File: config.mk
export PLATFORM = sky130hd
export DESIGN_NAME = enc_frame_sched
export DESIGN_NICKNAME = d
export VERILOG_FILES = /design/src/rtl/enc_frame_sched.sv
export SDC_FILE = /design/constraint.sdc
export NUM_CORES = 1
export LEC_CHECK = 0
export CORE_MARGIN = 2
export CORE_UTILIZATION = 49
export CTS_BUF_LIST = sky130_fd_sc_hd__clkbuf_4 sky130_fd_sc_hd__clkbuf_8 sky130_fd_sc_hd__clkbuf_16
export CTS_CLUSTER_SIZE = 14
export DETAILED_ROUTE_END_ITERATION = 12
export PLACE_DENSITY = 0.84
export SLEW_MARGIN = 20
export SYNTH_ARGS = -nofsm -noshare
export SYNTH_HDL_FRONTEND = slang
export SYNTH_SLANG_ARGS = --single-unit
File: constraint.sdc
create_clock -name clk -period 2.1 [get_ports clk]
set_input_delay 0.21 -clock clk [delete_from_list [all_inputs] [get_ports clk]]
set_output_delay 0.21 -clock clk [all_outputs]
set_load 0.005 [all_outputs]
File: src/rtl/enc_frame_sched.sv
// rtl/enc_frame_sched.sv - two-requester frame scheduler feeding an 8b/10b encoder word stream
// Wraps each granted frame in K28.5/K29.7 and emits K28.5 fillers while idle.
module enc_frame_sched #(
    parameter int MAX_FRAME   = 64,
    parameter int IDLE_PERIOD = 16
) (
    input  logic       clk,
    input  logic       reset,
    input  logic       valid0,
    input  logic       valid1,
    input  logic [7:0] data0,
    input  logic [7:0] data1,
    input  logic       last0,
    input  logic       last1,
    output logic       ready0,
    output logic       ready1,
    input  logic       enc_ready,
    output logic       pushin,
    output logic       startin,
    output logic [8:0] datain,
    output logic [1:0] grant,
    output logic       trunc_err
);

    localparam int CW = $clog2(MAX_FRAME + 1);
    localparam int IW = (IDLE_PERIOD > 1) ? $clog2(IDLE_PERIOD) : 1;
    localparam logic [CW-1:0] LAST_CNT  = CW'(MAX_FRAME - 1);
    localparam logic [IW-1:0] IDLE_LAST = IW'(IDLE_PERIOD - 1);
    localparam logic [8:0]    K28_5     = 9'h1BC;
    localparam logic [8:0]    K29_7     = 9'h1FD;

    typedef enum logic [2:0] {
        S_IDLE,
        S_SOF,
        S_DATA,
        S_EOF,
        S_DROP
    } state_t;

    state_t        state_q;
    logic          owner_q;
    logic          rr_q;
    logic [CW-1:0] byte_cnt_q;
    logic [IW-1:0] idle_cnt_q;
    logic          trunc_q;
    logic          pushin_q;
    logic          startin_q;
    logic [8:0]    datain_q;
    logic          trunc_err_q;

    logic          sel_valid;
    logic [7:0]    sel_data;
    logic          sel_last;
    logic          in_frame;
    logic          take;
    logic          accept;
    logic          pick_d;
    logic [CW-1:0] byte_cnt_d;

    assign sel_valid  = owner_q ? valid1 : valid0;
    assign sel_data   = owner_q ? data1  : data0;
    assign sel_last   = owner_q ? last1  : last0;
    assign in_frame   = (state_q == S_SOF) || (state_q == S_DATA);
    // DROP drains the requester even while the encoder is stalled
    assign take       = (in_frame && enc_ready) || (state_q == S_DROP);
    assign accept     = take && sel_valid;
    assign pick_d     = (valid0 && valid1) ? rr_q : valid1;
    assign byte_cnt_d = byte_cnt_q + CW'(1);

    assign ready0    = take && !owner_q;
    assign ready1    = take && owner_q;
    assign grant     = (state_q == S_IDLE) ? 2'b00 : (owner_q ? 2'b10 : 2'b01);
    assign pushin    = pushin_q;
    assign startin   = startin_q;
    assign datain    = datain_q;
    assign trunc_err = trunc_err_q;

    always_ff @(posedge clk or negedge reset) begin
        if (!reset) begin
            state_q     <= S_IDLE;
            owner_q     <= 1'b0;
            rr_q        <= 1'b0;
            byte_cnt_q  <= '0;
            idle_cnt_q  <= '0;
            trunc_q     <= 1'b0;
            pushin_q    <= 1'b0;
            startin_q   <= 1'b0;
            datain_q    <= 9'h000;
            trunc_err_q <= 1'b0;
        end else begin
            pushin_q    <= 1'b0;
            startin_q   <= 1'b0;
            trunc_err_q <= 1'b0;
            case (state_q)
                S_IDLE: begin
                    if (enc_ready) begin
                        if (valid0 || valid1) begin
                            owner_q    <= pick_d;
                            byte_cnt_q <= '0;
                            idle_cnt_q <= '0;
                            trunc_q    <= 1'b0;
                            pushin_q   <= 1'b1;
                            startin_q  <= 1'b1;
                            datain_q   <= K28_5;
                            state_q    <= S_SOF;
                        end else if (idle_cnt_q == IDLE_LAST) begin
                            idle_cnt_q <= '0;
                            pushin_q   <= 1'b1;
                            datain_q   <= K28_5;
                        end else begin
                            idle_cnt_q <= idle_cnt_q + IW'(1);
                        end
                    end
                end
                S_SOF, S_DATA: begin
                    if (accept) begin
                        byte_cnt_q <= byte_cnt_d;
                        pushin_q   <= 1'b1;
                        datain_q   <= {1'b0, sel_data};
                        state_q    <= S_DATA;
                        // a last flag on the final permitted byte is a clean end
                        if (sel_last) begin
                            state_q <= S_EOF;
                        end else if (byte_cnt_q == LAST_CNT) begin
                            state_q <= S_EOF;
                            trunc_q <= 1'b1;
                        end
                    end
                end
                S_EOF: begin
                    if (enc_ready) begin
                        pushin_q    <= 1'b1;
                        datain_q    <= K29_7;
                        rr_q        <= !owner_q;
                        trunc_err_q <= trunc_q;
                        trunc_q     <= 1'b0;
                        state_q     <= trunc_q ? S_DROP : S_IDLE;
                    end
                end
                S_DROP: begin
                    if (accept && sel_last) begin
                        state_q <= S_IDLE;
                    end
                end
                default: state_q <= S_IDLE;
            endcase
        end
    end

endmodule
==> key figures <==
Status
  – Status: completed

Global routing
  – Vias in the first global route: 1540
  – Initial antenna violation count: 0
  – Pin count of the biggest net entering global routing: 30
  – Total GRT Usage: 25.05%
  – Total gr overflow: 0
  – First-pass GRT wire length: 6.886 mm

STA
  – Clock Skew: 0.01013 ns
  – Post-route setup slack: 0.08252 ns
  – Minimum period implied by the final worst setup slack: 2.017 ns
  – Post-Route Setup TNS: 0 ns
  – Final setup violation count: 0
  – Tcrit/Tclk final: 96.07%
  – Worst hold margin: 0.2537 ns
  – Max-Slew Margin vs Limit: 70.64%
  – Max Slew Vio Count: 0
  – Actual slew at the worst max-slew pin: 0.4319 ns
  – Max Freq: 0.4957 GHz
  – Fin. Hold Viols: 0

Setup path
  – Delay-heaviest family, CP: buffers and inverters
  – WP depth: 5
  – CP arrival: 1.81 ns
  – Worst setup SP type: flip-flop
  – CP max FO: 14
  – Cells on worst reg2reg path: 7
  – Crit end category: output port
  – Setup CP Type: reg -> out
  – Max incr delay on CP: 0.50 ns
  – Critical-path cell list: buf_6 > nor2_2 > a21oi_1 > nor2_1 > clkdlybuf4s50_1
  – Critical Path RT: 1.89 ns
  – Crit path buf inv count: 2
  – Slowest cell on the critical path: clkdlybuf4s50_1

Clocking
  – Clock Tree Root: clkbuf_4
  – Worst-Skew Late Latency: 0.34 ns
  – H-tree levels: 2
  – CTS tree: yes
  – CTS resizes: 4
  – Sink Count: 29
  – CTS Hold Bufs: 0
  – Clock slew at reported path FFs: 0.10 ns
  – Postcts setup bufs: 0
  – Number of CTS-inserted buffers: 5
  – Maximum root-to-sink buffer count: 2

Job
  – Maxcap violations: 0

Yosys
  – Largest area contributor in the netlist: dfrtp_1
  – Post-synth top cells: 29 x dfrtp_1, 21 x o21ai_0, 18 x nand2_1, 13 x nor2_1, 11 x nor3_1
  – Sequential area share after synthesis: 44.55%
  – Avg Cell Area, Syn: 9.204 um^2
  – Largest family of logic cells by synthesized area: compound AO/OA/AOI/OAI gates
  – Synth warn: 0
  – Compound-Gate Fraction of Synth Area: 22.35%
  – Yosys reg bits: 29
  – Post-synthesis mux area share: 5.300%
  – Synthesized area: 1629 um^2
  – Post-Syn Instances: 177
  – Post-synth EDFFs: 0
  – Yosys cell types: 43
  – Most frequent cell after synthesis: dfrtp_1
  – Post-synth top area share: 44.55%
  – Top FF cell, synth: dfrtp_1
  – Post-Synth XOR/XNOR Area: 2.688%
  – Syn Nets: 202
  – Simple-gate share of the synthesized area: 19.89%
  – Ys async rst share: 100.0%
  – Post-Synth Adder-Cell Area: 1.536%
  – Synth area leaders: dfrtp_1 45%, o21ai_0 6.5%, nand2_1 4.1%, nor2b_1 3.8%, nor3_1 3.4%

Routing
  – Starting DRT DRC Count: 115
  – Post-DRT Antenna Nets: 0
  – Post-Route WL: 4.331 mm
  – DR WL/cell: 15.86 um
  – 1st-pass router iterations: 5
  – Vias per cell: 5.736
  – Vias: 1566
  – DRC: 0

Layout
  – Layout Nets: 253
  – Ant. Diodes: 0
  – Share of cells above drive strength 1: 17.47%
  – Final instance area: 2265 um^2
  – # fillers: 228
  – Area growth syn-to-layout: 39.02%

Power
  – Net Sw Power: 1.089 mW
  – Leakage: 0.9995 nW
  – Logic pwr share: 53.7%
  – Power share of the sequential group: 32.2%
  – Switching share of power: 39.26%
  – Internal Pwr Total: 1.686 mW
  – Cell Pwr Density: 1225 nW/um^2
  – Worst vdd ir: 707.4 uV
  – Total power: 2.775 mW
  – Clock power frac: 14.1%

Placed design
  – DP Wirelength: 3.174 mm
  – Worst slack, placed: -0.01457 ns
  – GP Congestion: 0.9152
  – # port buffers: 38
  – Placement Cell Area: 2143 um^2

Hold path
  – Min-delay worst type: in -> async

Die
  – Initial Utilization: 52.50%
  – Core Box Area: 3103 um^2
  – Die Span Y: 61.66 um
  – Chip width: 61.66 um
  – Io pins: 39
  – Die footprint: 3802 um^2
  – Cell Rows: 20
[layout by cell type, fill, tap and decap left out, types with 2 or more instances in the layout]
cell type and n:
mux2i_1 5, xor2_1 4, o31ai_1 4, mux2_2 2
ha_1 2, clkdlybuf4s50_1 37, clkbuf_4 5, a211oi_1 6
dfrtp_2 2, nand2_1 18, o21ai_0 21, nor2b_1 10
buf_6 2, o31a_1 2, nor2_2 3, clkbuf_8 2
nand3_1 3, inv_1 3, buf_4 15, a21boi_0 2
nor3_1 10, a21oi_1 5, dfrtp_1 27, and3_1 2
a31oi_1 3, nor2_1 11
[state kept, by name, indices dropped and copies added, names as in the netlist]
register    count
owner_q         1
state_q         3
datain          9
trunc_q         1
startin         1
pushin          1
rr_q            1
idle_cnt_q      4
byte_cnt_q      7
trunc_err       1
[worst register-to-register path, cell delays in order (launching register included)]
cell and delay (ns):
dfrtp_1 0.48, buf_6 0.20, nor2b_1 0.22, nor3b_1 0.23, buf_4 0.17, nor2_2 0.05, or3_1 0.31, a21oi_1 0.15
[stage by stage]
step | instances | utilization [%]
detailed placement | 265 | 69.07
finish | 273 | 72.98
floorplan | 177 | -
global placement | 265 | 69.07
global route | 273 | 72.98
CTS | 273 | 71.98
[power by group through the flow]
stage | logic (mW) | registers [mW] | clock network (mW)
4_1_cts | 1.44 | 0.874 | 0.401
6_report | 1.49 | 0.892 | 0.392
5_1_grt | 1.63 | 0.917 | 0.424
3_5_place_dp | 1.41 | 0.881 | 0
3_3_place_gp | 1.34 | 0.865 | 0
2_1_floorplan | 0.798 | 0.860 | 0
[cell families (layout without fill, tap and decap cells)]
kind of cell / Yosys count / in the layout
buf+inv: 14 / 66
mux: 8 / 8
flops: 29 / 29
simple gates: 66 / 66
compound gates: 53 / 53
fa+ha+maj: 2 / 2
xor+xnor: 5 / 5
[final cells by class]
cell class              instances  area, um^2  share of cell area (%)
clock buffers                   7       65.06                   2.873
clock inverters                 1       5.005                  0.2210
inverters                       3       11.26                  0.4972
multi-input cells             134       882.1                   38.95
flip-flops and latches         29       728.2                   32.15
well taps                      44       55.05                   2.431
repair buffers                 55       518.0                   22.87
[path summary, 6_finish.rpt]
check / startpoint / end / slack (ns)
max: state_q[1] / ready0 / 0.08
min: reset / datain[1] / 0.25
max reg2reg: state_q[1] / byte_cnt_q[6] / 0.21
min reg2reg: datain[4] / datain[4] / 0.49
max in group asynchronous: reset / state_q[0] / 1.56
min in group clk: datain[4] / datain[4] / 0.49
[metal layers]
layer / vias to the layer above / part of all wire [%] / global-route usage [%]
met5: - / 0 / 0
met1: 759 / 40 / 30.46
li1: 739 / - / -
met2: 58 / 53 / 40.60
met3: 10 / 4.5 / 6.303
met4: 0 / 2.3 / 13.68
Power figures use the tool's default switching activity.
